**src/rtl/fetch_next_pc.sv**
```systemverilog
// fetch_next_pc: fetch-stage front end in front of the 32-bit PC register.
// It computes the value the PC register loads each cycle (pc_next), issues
// one word read at a time to instruction memory over a req/ack handshake,
// and buffers returned words, each tagged with its PC, in a DEPTH-entry FIFO
// for decode. A redirect flushes the buffer and discards any response that
// is still in flight.
// Optional build macro FETCH_PERF_CNT_EN adds the stall_cnt and drop_cnt
// performance counters. They are absent when the macro is undefined.
module fetch_next_pc #(
  parameter  int DEPTH = 4,
  localparam int PTR_W = $clog2(DEPTH)
) (
  input  logic        clk,
  input  logic        rst,
  input  logic [31:0] pc_cur,
  output logic [31:0] pc_next,
  input  logic        redirect,
  input  logic [31:0] redirect_pc,
  output logic        imem_req,
  output logic [31:0] imem_addr,
  input  logic        imem_ack,
  input  logic [31:0] imem_rdata,
  output logic        inst_valid,
  input  logic        inst_ready,
  output logic [31:0] inst_data,
  output logic [31:0] inst_pc
`ifdef FETCH_PERF_CNT_EN
  ,
  output logic [31:0] stall_cnt,
  output logic [15:0] drop_cnt
`endif
);

  // IDLE: nothing outstanding. WAIT: response will be kept.
  // DROP: response belongs to a flushed path and will be thrown away.
  typedef enum logic [1:0] {IDLE, WAIT, DROP} state_t;

  typedef struct packed {
    logic [31:0] inst;
    logic [31:0] pc;
  } fq_entry_t;

  localparam logic [PTR_W:0] FULL_CNT = (PTR_W+1)'(DEPTH);

  state_t          r_state;
  logic            r_imem_req;
  logic [31:0]     r_imem_addr;
  logic [31:0]     r_req_pc;
  logic [PTR_W:0]  r_count;
  logic [PTR_W-1:0] r_wptr;
  logic [PTR_W-1:0] r_rptr;
  fq_entry_t       r_fifo [DEPTH];

  logic            w_full;
  logic            w_launch;
  logic            w_push;
  logic            w_pop;
  logic [31:0]     w_pc_align;
  logic [31:0]     w_pc_inc;

  assign w_full     = (r_count == FULL_CNT);
  assign w_pc_align = {pc_cur[31:2], 2'b00};
  // Plain 32-bit add, so 0xFFFFFFFC wraps to 0.
  assign w_pc_inc   = w_pc_align + 32'd4;

  // A launch reserves a FIFO slot up front: count can only fall before the
  // response returns, so the push can never overflow.
  assign w_launch = (r_state == IDLE) && !redirect && !w_full;
  // Redirect kills both sides of the FIFO in the same cycle.
  assign w_push   = (r_state == WAIT) && imem_ack && !redirect;
  assign w_pop    = (r_count != '0) && inst_ready && !redirect;

  assign imem_req   = r_imem_req;
  assign imem_addr  = r_imem_addr;
  assign inst_valid = (r_count != '0);
  assign inst_data  = r_fifo[r_rptr].inst;
  assign inst_pc    = r_fifo[r_rptr].pc;

  // Next PC: reset forces 0, redirect wins, a launch steps one word, else hold.
  always_comb begin
    pc_next = pc_cur;
    if (rst)
      pc_next = '0;
    else if (redirect)
      pc_next = redirect_pc;
    else if (w_launch)
      pc_next = w_pc_inc;
  end

  // Request FSM with registered req/addr and the PC of the outstanding read.
  always_ff @(posedge clk) begin
    if (rst) begin
      r_state     <= IDLE;
      r_imem_req  <= 1'b0;
      r_imem_addr <= '0;
      r_req_pc    <= '0;
    end else begin
      unique case (r_state)
        IDLE: begin
          // A stray ack here is a protocol error and is ignored.
          if (w_launch) begin
            r_imem_req  <= 1'b1;
            r_imem_addr <= w_pc_align;
            r_req_pc    <= pc_cur;
            r_state     <= WAIT;
          end
        end
        WAIT: begin
          // An ack always ends the request; redirect only decides whether
          // the data is kept, and that is handled by w_push.
          if (imem_ack) begin
            r_imem_req <= 1'b0;
            r_state    <= IDLE;
          end else if (redirect) begin
            r_state <= DROP;
          end
        end
        DROP: begin
          if (imem_ack) begin
            r_imem_req <= 1'b0;
            r_state    <= IDLE;
          end
        end
        default: begin
          r_imem_req <= 1'b0;
          r_state    <= IDLE;
        end
      endcase
    end
  end

  // FIFO occupancy and pointers; redirect flushes like a reset.
  always_ff @(posedge clk) begin
    if (rst || redirect) begin
      r_count <= '0;
      r_wptr  <= '0;
      r_rptr  <= '0;
    end else begin
      if (w_push)
        r_wptr <= r_wptr + PTR_W'(1);
      if (w_pop)
        r_rptr <= r_rptr + PTR_W'(1);
      if (w_push && !w_pop)
        r_count <= r_count + (PTR_W+1)'(1);
      else if (!w_push && w_pop)
        r_count <= r_count - (PTR_W+1)'(1);
    end
  end

  // FIFO storage; contents are only meaningful where count says so.
  always_ff @(posedge clk) begin
    if (w_push)
      r_fifo[r_wptr] <= '{inst: imem_rdata, pc: r_req_pc};
  end

`ifdef FETCH_PERF_CNT_EN
  logic [31:0] r_stall_cnt;
  logic [15:0] r_drop_cnt;

  assign stall_cnt = r_stall_cnt;
  assign drop_cnt  = r_drop_cnt;

  // Count cycles where fetch sits idle only because the buffer is full.
  always_ff @(posedge clk) begin
    if (rst)
      r_stall_cnt <= '0;
    else if ((r_state == IDLE) && !redirect && w_full && (r_stall_cnt != '1))
      r_stall_cnt <= r_stall_cnt + 32'd1;
  end

  // Count responses thrown away because their path was redirected.
  always_ff @(posedge clk) begin
    if (rst)
      r_drop_cnt <= '0;
    else if ((r_state == DROP) && imem_ack && (r_drop_cnt != '1))
      r_drop_cnt <= r_drop_cnt + 16'd1;
  end
`endif

  // The slot reservation at launch must keep a push from landing on a full
  // buffer unless a pop frees a slot in the same cycle.
  a_no_overflow: assert property (@(posedge clk) disable iff (rst)
    !(w_push && !w_pop && w_full));

endmodule

```
**config.mk**
```make
export PLATFORM = sky130hd
export DESIGN_NAME = fetch_next_pc
export DESIGN_NICKNAME = d
export VERILOG_FILES = /design/src/rtl/fetch_next_pc.sv
export SDC_FILE = /design/constraint.sdc
export NUM_CORES = 1
export LEC_CHECK = 0
export CORE_MARGIN = 5
export CORE_UTILIZATION = 56
export DETAILED_ROUTE_END_ITERATION = 16
export PLACE_DENSITY = 0.94
export SKIP_CTS_REPAIR_TIMING = 1
export SYNTH_ARGS = -nofsm -noshare
export SYNTH_HDL_FRONTEND = slang
export SYNTH_SLANG_ARGS = --single-unit
```
**constraint.sdc**
```tcl
create_clock -name clk -period 4.8 [get_ports clk]
set_clock_uncertainty 0.05 [all_clocks]
set_input_delay 0.72 -clock clk [delete_from_list [all_inputs] [get_ports clk]]
set_output_delay 0.72 -clock clk [all_outputs]
set_load 0.01 [all_outputs]
```
## Word level (Yosys, flattened, before mapping)

Memory sizes are Yosys's and may differ from the RTL's. A register that Yosys moved wholly into a read port is not among the register bits.
Index checks and enable logic that the tools add are counted.

- Add/subtract/negate cells: 5
- Eq/ne operators: 7
- Multiplexer cells: 17
- Reduce and logical (&&, ||, !) cells: 20

Operators with widths:

| cell | number |
|---|---|
| 32-bit two-way mux | 3 |
| 32-bit by 3-bit adder with 32-bit output (second input constant) | 1 |
| 2-bit two-way mux | 6 |
| 1-bit logical AND | 8 |
| 3-bit two-way mux | 2 |
| 2-bit one-hot mux with 3 select lines | 1 |
| 2-bit by 1-bit adder with 2-bit output (second input constant) | 2 |
| 1-bit zero test | 4 |
| 1-bit two-way mux | 4 |
| 2-bit inequality test (second input constant) | 2 |
| 2-bit AND reduction | 2 |
| 3-bit by 1-bit adder with 3-bit output (second input constant) | 1 |
| 3-bit equality test (second input constant) | 1 |
| 3-bit inequality test (second input constant) | 1 |
| 3-bit AND reduction | 1 |
| 3-bit nonzero test | 1 |
| 3-bit by 1-bit subtractor with 3-bit output (second input constant) | 1 |
| 2-bit by 1-bit equality test with 1-bit output (second input constant) | 1 |
| 2-bit equality test (second input constant) | 1 |
| 2-bit zero test | 1 |
| 2-bit by 1-bit inequality test with 1-bit output (second input constant) | 1 |
| 1-bit one-hot mux with 2 select lines | 1 |
| 2-bit nonzero test | 1 |
| 2-bit OR reduction | 1 |
| 1-bit logical OR | 1 |

- Register bits after elaboration: 72
- Bits in writable memories: 256
- Input bits: 101
- Output and inout port bits: 130
- Word-level logic and storage cells: 57
- Memories kept: 1

Memory list:

| memory | words | bits a word | read ports | clocked after Yosys merged registers in | wr ports | RTL line | text |
|---|---|---|---|---|---|---|---|
| r_fifo | 4 | 64 | 1 | 1 | 1 | 52 | `fq_entry_t r_fifo [DEPTH];` |

## Logic depth before layout (Yosys ltp)

Gate-level depths: netlist of the first run.

- Depth in word-level cells: 7
- Gate-level depth with buffers: 10
- Gate-level depth less buffers: 9

## Least setup slack after synthesis of the first run

OpenSTA, ideal clock, no wires.

- Path kind: input-to-reg
- Start point: in redirect
- End point: mem r_fifo[0][0] in the netlist's numbering (enable)
- Library setup time: 0.429 ns
- Data arrival time: 2.861 ns
- Required time: 4.321 ns
- Path slack: 1.460 ns
- Stages: 4
- Path buffers: 2
- Cells stage by stage: clkbuf_1 -> and3b_1 -> clkbuf_1 -> and2_1

- Word-level cells in the longest chain between the ends: 4

RTL lines:

| element | RTL line | text |
|---|---|---|
| start, declared | 17 | `input logic redirect,` |
| 1-bit zero test | 70 | `assign w_push = (r_state == WAIT) && imem_ack && !redirect;` |
| 1-bit logical AND | 70 |  |
| via w_push | 56 | `logic w_push;` |
| 1-bit two-way mux | 152 | `if (w_push)` |
| 1-bit two-way mux (implied by the code) | 153 | `r_fifo[r_wptr] <= '{inst: imem_rdata, pc: r_req_pc};` |
| end, declared | 52 |  |

The timed path passes the listed nets, and every way through them passes these cells.

## Final worst setup path of the first run

- Start point: in pc_cur[5]
- End point: out pc_next[25]

- Word-level cells in the longest chain between the ends: 4

RTL lines:

| element | RTL line | text |
|---|---|---|
| start, declared | 15 | `input logic [31:0] pc_cur,` |
| 32-bit by 3-bit adder with 32-bit output | 64 | `assign w_pc_inc = w_pc_align + 32'd4;` |
| 32-bit two-way mux | 86 | `else if (w_launch)` |
| 32-bit two-way mux | 84 | `else if (redirect)` |
| 32-bit two-way mux | 82 | `if (rst)` |
| end, declared | 16 | `output logic [31:0] pc_next,` |

No other way between the ends.

==> results of run 1 <==
[cells by family (layout without fill, tap and decap cells)]
logic type      Yosys count  after routing  share of synthesized area, %
simple gates            224            224                          8.77
fa+ha+maj                11             11                          1.16
other cells               1              3                        0.0300
mux                      65             65                          11.6
flops                   300            300                          68.6
compound gates           95             95                          5.00
xor+xnor                 12             12                         0.842
buf+inv                  92            310                          3.97
[through the flow]
stage | power, mW | hold slack (ns)
after CTS | 5.65 | 0.458
after floorplan | 3.24 | 0.410
final | 5.61 | 0.458
after detailed placement | 3.55 | 0.439
after global placement | 3.53 | 0.426
after global routing | 5.81 | 0.483
[worst max-delay path, cell delays in order]
cell and delay (ns):
clkdlybuf4s50_1 0.57, and4_1 0.30, nand4_2 0.36, buf_4 0.32, or4_1 0.51, a311oi_1 0.29, clkdlybuf4s50_1 0.59
[cell type report]
class / instances / area (µm²) / share of cell area, %
multi-input cells: 409 / 3440 / 21.9
diodes: 1 / 2.50 / 0.0159
repair buffers: 245 / 2430 / 15.4
inverters: 12 / 45.0 / 0.286
flip-flops and latches: 300 / 8580 / 54.5
well taps: 280 / 350 / 2.23
clock buffers: 38 / 779 / 4.95
clock inverters: 15 / 111 / 0.708
[flip-flops by register name, indices dropped and copies added (netlist names), named ones only]
register	cells
imem_req	1
r_wptr	2
r_rptr	2
r_state	2
r_fifo	256
r_req_pc	32
r_count	3
[path summary, 6_finish.rpt]
kind	startpoint	endpoint	slack, ns	cells after the start
min	imem_req	imem_req	0.46	2
min reg2reg	imem_req	imem_req	0.46	2
max reg2reg	r_state[1]	r_count[2]	2.44	9
max	pc_cur[5]	pc_next[25]	0.35	7
[layer usage]
| metal | share of wire (%) | global-route usage (%) | up-vias |
|---|---|---|---|
| li1 | - | - | 3496 |
| met1 | 36 | 29.1 | 3868 |
| met2 | 51 | 40.3 | 384 |
| met3 | 8.9 | 6.39 | 77 |
| met4 | 3.8 | 8.10 | 2 |
| met5 | 0.042 | 0 | - |
[where the power goes]
group	leakage (nW)	switching [mW]	internal (mW)
clock network	0.437	0.913	1.20
logic	1.93	0.278	0.273
registers	2.69	0.0490	2.89
[layout by cell type (no fill, tap or decap), drive strengths merged, types with 7 or more instances in the layout]
cell type,n
a211oi,10
or4,8
edfxtp,256
a311oi,10
clkdlybuf4s50,227
o31ai,7
ha,10
a21oi,40
o21ai,10
nand2,89
nand3,17
nor3,12
inv,12
xor2,9
and4,9
nand4,12
clkinv,13
buf,18
dfxtp,44
clkbuf,38
nor4,7
mux4,64
nor2,43
[synthesized netlist by cell type (3+ instances only)]
cell type  instances  area, µm²
a2111oi_0          4       35.0
a211oi_1          10       75.1
buf_4             35        263
nor2_1            43        161
nor4_1             7       43.8
buf_2              9       45.0
o21ai_0           10       50.1
xor2_1             9       78.8
nand3_1           17       85.1
inv_1             12       45.0
nor3_1            12       60.1
ha_1              10        125
and2_1             6       37.5
edfxtp_1         256       7690
or4_1              8       60.1
nand2_1           89        334
nand4_1           11       68.8
clkbuf_1          26       97.6
mux4_2            64       1440
or3_1              6       37.5
dfxtp_1           44        881
xnor2_1            3       26.3
a21oi_1           40        200
and3_1             3       18.8
buf_1              9       33.8
a311oi_1          10       87.6
o31a_1             4       35.0
o31ai_1            7       52.6
and4_1             9       78.8
==> impl_metrics.env, run 1 <==
export IMPL_status="completed"
export IMPL_h_tree_depth=1
export IMPL_dp_slack_ns=0.406
export IMPL_start_util_pct=57.0
export IMPL_ys_warn_count=0
export IMPL_syn_inst=800
export IMPL_cellLeakagePower_nw=5.06
export IMPL_pwr_density_cell_nw_per_um2=356
export IMPL_crit_type="in2out"
export IMPL_min_path_type="reg2reg"
export IMPL_cts_buffers=29
export IMPL_fin_tns_setup_ns=0
export IMPL_vdd_ir_drop_max_mv=0.219
export IMPL_grt_usage_pct=23.5
export IMPL_startpoint_type="primary input"
export IMPL_layout_drive_gt1_share_pct=13.5
export IMPL_ios=231
export IMPL_nets=1109
export IMPL_drt_total_wl_um=30800
export IMPL_max_slew_margin_pct=32.4
export IMPL_dr_pass1_iters=5
export IMPL_vias=7827
export IMPL_vias_per_cell=6.02
export IMPL_grt_start_max_net_pins=65
export IMPL_die_h_um=159
export IMPL_post_route_period_util_pct=92.7
export IMPL_gp_congestion=0.916
export IMPL_tightest_slew_ns=1.01
export IMPL_yosysSeqAreaShare_pct=68.6
export IMPL_cts_root_buf="clkbuf_16"
export IMPL_avgSynthCellArea_um2=15.6
export IMPL_end_kind="output pin"
export IMPL_final_cells=1300
export IMPL_core_um2=21900
export IMPL_insertion_delay_ns=0.53
export IMPL_cts_sinks=300
export IMPL_grt_pass1_wl_um=46800
export IMPL_areaGrowthSynthToFinish_pct=26.0
export IMPL_max_freq_mhz=225
export IMPL_drv_cap=0
export IMPL_initialDrtViolationCount=579
export IMPL_drc=0
export IMPL_antenna_found_initial=2
export IMPL_ant_nets=0
export IMPL_dp_cells=1246
export IMPL_setup_viol=0
export IMPL_grt_remaining_overflow=0
export IMPL_clock_path_buffers=3
export IMPL_final_max_slew_viol_count=0
export IMPL_rsz0062_at_grt="false"
export IMPL_arrival_ns=3.68
export IMPL_hpwl_um=20400
export IMPL_utilization_pct=71.9
export IMPL_period_needed_ns=4.45
export IMPL_synthArstFlopShare_pct=0
export IMPL_ys_types=51
export IMPL_post_dp_cell_area_um2=14800
export IMPL_cts_tree="built"
export IMPL_synth_main_ff_cell="edfxtp_1"
export IMPL_grt_pass1_vias=8010
export IMPL_design_area_um2=15700
export IMPL_setup_slack_ns=0.350
export IMPL_num_rows=54
export IMPL_syn_area_um2=12500
export IMPL_ys_ff_latch=300
export IMPL_portBuffers=228
export IMPL_die_area_um2=25400
export IMPL_worstPathRequired_ns=4.03
export IMPL_path_max_fanout=14
export IMPL_wl_per_cell_um=23.7
export IMPL_finalHoldViolCount=0
export IMPL_fillCellCount=1400
export IMPL_synth_edf_count=256
export IMPL_clkTransAtPathRegs_ns=0.06
export IMPL_die_x_um=159
(Power assumes the default switching activity.)
==> inputs of run 2 (changes only) <==
- CORE_MARGIN: 5 -> 10
==> run 2 against run 1 <==
- sequential cell count unchanged
- critical path depth down 1
- register-to-register slack worse by 0.03 ns
- largest cell class unchanged
- critical path type unchanged
- wire length up 7.3%
- critical endpoint is now pc_next[21]
- setup slack better by 0.028 ns
==> impl_metrics.env, run 2 (same netlist as run 1, synthesis figures left out) <==
export IMPL_min_to="r_req_pc[0]"
export IMPL_dp_slack_ns=0.468
export IMPL_rsz0062_at_grt="false"
export IMPL_pwr_density_cell_nw_per_um2=362
export IMPL_cts_sinks=300
export IMPL_period_needed_ns=4.42
export IMPL_initialDrtViolationCount=577
export IMPL_reg2reg_to="r_count[2]"
export IMPL_core_um2=21900
export IMPL_die_x_um=169
export IMPL_gp_congestion=0.877
export IMPL_end_kind="output pin"
export IMPL_drc=0
export IMPL_wl_per_cell_um=25.4
export IMPL_reg2regPathDepth=9
export IMPL_vias=7943
export IMPL_setup_slack_ns=0.378
export IMPL_h_tree_depth=1
export IMPL_reg_largest_list="r_fifo (256), r_req_pc (32), r_count (3)"
export IMPL_portBuffers=228
export IMPL_power_total_mw=5.71
export IMPL_fillCellCount=1365
export IMPL_max_slew_margin_pct=30.8
export IMPL_finalHoldViolCount=0
export IMPL_hold_depth=2
export IMPL_clkTransAtPathRegs_ns=0.06
export IMPL_start_util_pct=57.0
export IMPL_final_common_cell="edfxtp_1"
export IMPL_hp_start="r_req_pc[0]"
export IMPL_areaGrowthSynthToFinish_pct=26.3
export IMPL_drv_cap=0
export IMPL_seq_area_um2=8580
export IMPL_worstPathRequired_ns=4.03
export IMPL_cts_buffers=28
export IMPL_arrival_ns=3.65
export IMPL_final_cell_mix="256 x edfxtp_1, 227 x clkdlybuf4s50_1, 89 x nand2_1"
export IMPL_grt_pass1_vias=8157
export IMPL_vdd_ir_drop_max_mv=0.235
export IMPL_r2r_start="r_state[1]"
export IMPL_final_max_slew_viol_count=0
export IMPL_die_h_um=169
export IMPL_nets=1106
export IMPL_hold_ws_ns=0.445
export IMPL_layout_drive_gt1_share_pct=13.8
export IMPL_hpwl_um=21900
export IMPL_top_register="r_fifo"
export IMPL_die_area_um2=28700
export IMPL_largest_reg_flops=256
export IMPL_ios=231
export IMPL_grt_start_max_net_pins=65
export IMPL_startpoint_type="primary input"
export IMPL_antenna_found_initial=2
export IMPL_max_freq_mhz=226
export IMPL_cellLeakagePower_nw=5.07
export IMPL_multiInputGateArea_um2=3440
export IMPL_drt_total_wl_um=33000
export IMPL_post_route_period_util_pct=92.1
export IMPL_fin_tns_setup_ns=0
export IMPL_min_path_type="reg2reg"
export IMPL_grt_pass1_wl_um=49500
export IMPL_dr_pass1_iters=6
export IMPL_cts_root_buf="clkbuf_16"
export IMPL_grt_usage_pct=22.3
export IMPL_ff2ff_setup_slack_ns=2.41
export IMPL_path_max_fanout=15
export IMPL_crit_type="in2out"
export IMPL_ant_nets=0
export IMPL_grt_remaining_overflow=0
export IMPL_status="completed"
export IMPL_cts_tree="built"
export IMPL_clock_path_buffers=3
export IMPL_tightest_slew_ns=1.04
export IMPL_insertion_delay_ns=0.53
export IMPL_vias_per_cell=6.12
export IMPL_setup_viol=0
export IMPL_num_rows=54
==> run 2: cell count changes in the layout (fill, tap and decap cells not counted), sizes merged <==
cell	previous run	this run
clkinv	13	9
buf	18	16
clkinvlp	1	3
bufinv	1	2
clkbuf	38	37
diode	1	2
inv	12	13
==> run 2: critical path, cell delays in order <==
cell and delay, ns:
clkdlybuf4s50_1 0.63, and4_1 0.32, nand3_1 0.43, o31a_1 0.43, a2111oi_0 0.47, clkdlybuf4s50_1 0.64
==> run 2: cell type report <==
| cell class | count | share of cell area (%) |
|---|---|---|
| antenna | 2 | 0.0317 |
| inverter | 12 | 0.286 |
| tap | 280 | 2.22 |
| clock inverter | 15 | 0.920 |
| timing repair buffer | 243 | 15.3 |
| multi-input combinational | 409 | 21.8 |
| clock buffer | 37 | 5.04 |
| sequential | 300 | 54.4 |
==> run 2: worst max path at each step <==
| stage | startpoint | endpoint | slack, ns | cells after the start |
|---|---|---|---|---|
| 2_1_floorplan | redirect | r_fifo[0][0] | 1.46 | 4 |
| 3_3_place_gp | pc_cur[6] | pc_next[28] | 0.51 | 7 |
| 3_5_place_dp | pc_cur[4] | pc_next[21] | 0.47 | 6 |
| 4_1_cts | pc_cur[5] | pc_next[28] | 0.40 | 7 |
| 5_1_grt | pc_cur[5] | pc_next[22] | 0.20 | 6 |
| 6_report | pc_cur[4] | pc_next[21] | 0.38 | 6 |
==> run 2: through the flow <==
stage	util, %	std cells	cell area (µm²)
2_1_floorplan	-	801	12500
3_3_place_gp	67.7	1244	14800
3_5_place_dp	67.7	1244	14800
4_1_cts	72.0	1296	15800
5_1_grt	72.1	1298	15800
6_report	72.1	1298	15800
==> run 2: power by group <==
part / switching, mW / leakage, nW / internal, mW / total [mW]
registers: 0.0475 / 2.69 / 2.89 / 2.94
clock network: 0.925 / 0.456 / 1.28 / 2.21
logic: 0.292 / 1.92 / 0.274 / 0.566
==> run 2: routing by layer <==
metal	vias up	track usage, %	wire length, µm
met5	-	0	0
met4	0	6.53	880
met3	66	6.32	3060
met2	407	38.3	16500
met1	3975	27.0	12600
li1	3495	-	-
==> inputs of run 3 (changes only) <==
- PLACE_DENSITY: 0.94 -> 0.85
==> run 3 against run 2 <==
- count of clock-buffer cells in the layout is 2 higher
- design area up 0.39%
- critical endpoint is now pc_next[17]
- clock power is 3% higher
- combinational power down 2%
- highest routed layer is now met5
- non-clock buffer count is 5 higher
- critical path depth grew 1
==> impl_metrics.env, run 3 (same netlist as run 1, synthesis figures left out) <==
export IMPL_crit_type="in2out"
export IMPL_vias_per_cell=6.00
export IMPL_grt_remaining_overflow=0
export IMPL_insertion_delay_ns=0.53
export IMPL_nets=1112
export IMPL_layout_drive_gt1_share_pct=14.5
export IMPL_cellLeakagePower_nw=5.12
export IMPL_hpwl_um=20700
export IMPL_cpLargestDelayFamily="buffers and inverters"
export IMPL_crit_buf_inv=3
export IMPL_start_util_pct=57.0
export IMPL_final_cell_mix="256 x edfxtp_1, 227 x clkdlybuf4s50_1, 89 x nand2_1"
export IMPL_max_slew_margin_pct=32.6
export IMPL_num_rows=54
export IMPL_seq_area_um2=8580
export IMPL_vdd_ir_drop_max_mv=0.341
export IMPL_pwr_density_cell_nw_per_um2=365
export IMPL_initialDrtViolationCount=746
export IMPL_tightest_slew_ns=1.01
export IMPL_grt_usage_pct=21.3
export IMPL_period_needed_ns=4.40
export IMPL_gp_congestion=0.911
export IMPL_max_stage_delay_ns=0.60
export IMPL_antenna_found_initial=3
export IMPL_fillCellCount=1409
export IMPL_cts_buffers=29
export IMPL_crit_path_frequent_cell="clkdlybuf4s50_1"
export IMPL_fin_tns_setup_ns=0
export IMPL_startpoint_type="primary input"
export IMPL_min_path_type="reg2reg"
export IMPL_grt_pass1_vias=8027
export IMPL_areaGrowthSynthToFinish_pct=26.8
export IMPL_rsz0062_at_grt="false"
export IMPL_max_freq_mhz=227
export IMPL_cts_root_buf="clkbuf_16"
export IMPL_worstPathRequired_ns=4.03
export IMPL_multiInputGateArea_um2=3440
export IMPL_top_register="r_fifo"
export IMPL_clkTransAtPathRegs_ns=0.06
export IMPL_setup_viol=0
export IMPL_drc=0
export IMPL_wl_per_cell_um=23.9
export IMPL_dr_pass1_iters=5
export IMPL_die_h_um=169
export IMPL_r2r_start="r_state[1]"
export IMPL_cts_sinks=300
export IMPL_final_common_cell="edfxtp_1"
export IMPL_final_max_slew_viol_count=0
export IMPL_ff2ff_setup_slack_ns=2.42
export IMPL_clock_path_buffers=3
export IMPL_ios=231
export IMPL_path_max_fanout=27
export IMPL_vias=7821
export IMPL_die_area_um2=28700
export IMPL_core_um2=21900
export IMPL_finalHoldViolCount=0
export IMPL_startpoint="pc_cur[5]"
export IMPL_hp_start="r_state[1]"
export IMPL_power_total_mw=5.78
export IMPL_h_tree_depth=1
export IMPL_portBuffers=228
export IMPL_ant_nets=0
export IMPL_grt_pass1_wl_um=47500
export IMPL_post_route_period_util_pct=91.6
export IMPL_crit_chain="clkdlybuf4s50_1, and4_1, nand4_2, buf_4, or4_1, a311oi_1, clkdlybuf4s50_1"
export IMPL_die_x_um=169
export IMPL_largest_reg_flops=256
export IMPL_status="completed"
export IMPL_grt_start_max_net_pins=65
export IMPL_reg_largest_list="r_fifo (256), r_req_pc (32), r_count (3)"
export IMPL_end_kind="output pin"
export IMPL_cpMaxStageDelayCell="clkdlybuf4s50_1"
export IMPL_drt_total_wl_um=31200
export IMPL_arrival_ns=3.63
export IMPL_cts_tree="built"
export IMPL_drv_cap=0
-- run 3: power by group --
group          switching (mW)  leakage [nW]  internal [mW]
clock                   0.920         0.493           1.36
combinational           0.281          1.94          0.275
sequential             0.0473          2.69           2.89
-- run 3: routing by layer --
| layer | vias to the layer above | part of all wire, % | track usage [%] |
|---|---|---|---|
| li1 | 3502 | - | - |
| met1 | 3938 | 38 | 26.3 |
| met2 | 339 | 49 | 35.0 |
| met3 | 40 | 11 | 8.20 |
| met4 | 2 | 1.7 | 4.50 |
| met5 | - | 0.055 | 0 |
-- run 3: worst paths after layout --
kind                       to  depth (start not counted)
setup / recovery  pc_next[17]                          7
hold / removal     r_state[1]                          2
setup reg to reg   r_count[2]                          9
hold reg to reg    r_state[1]                          2
-- run 3: cell type report --
type                       count  area share, %
sequential                   300           54.2
multi-input combinational    409           21.7
timing repair buffer         248           15.4
clock buffer                  39           5.20
tap                          280           2.21
clock inverter                15          0.988
inverter                      12          0.284
antenna                        1         0.0158
-- run 3: stage by stage --
step	utilization (%)	instance area, µm²	hold slack (ns)	setup slack [ns]	cells
after global routing	72.3	15800	0.481	0.290	1303
final	72.3	15800	0.450	0.403	1304
after global placement	67.9	14900	0.426	0.492	1249
after detailed placement	67.9	14900	0.441	0.458	1249
after CTS	72.3	15800	0.450	0.424	1303
after floorplan	-	12500	0.410	1.46	801
-- run 3: worst register-to-register path, stage by stage, from the launching register on --
cell     delay (ns)
dfxtp_1        0.32
inv_1          0.10
ha_1           0.19
and3b_1        0.36
ha_1           0.24
inv_1          0.06
fa_1           0.37
xor2_1         0.16
or3_1          0.32
a21oi_1        0.15
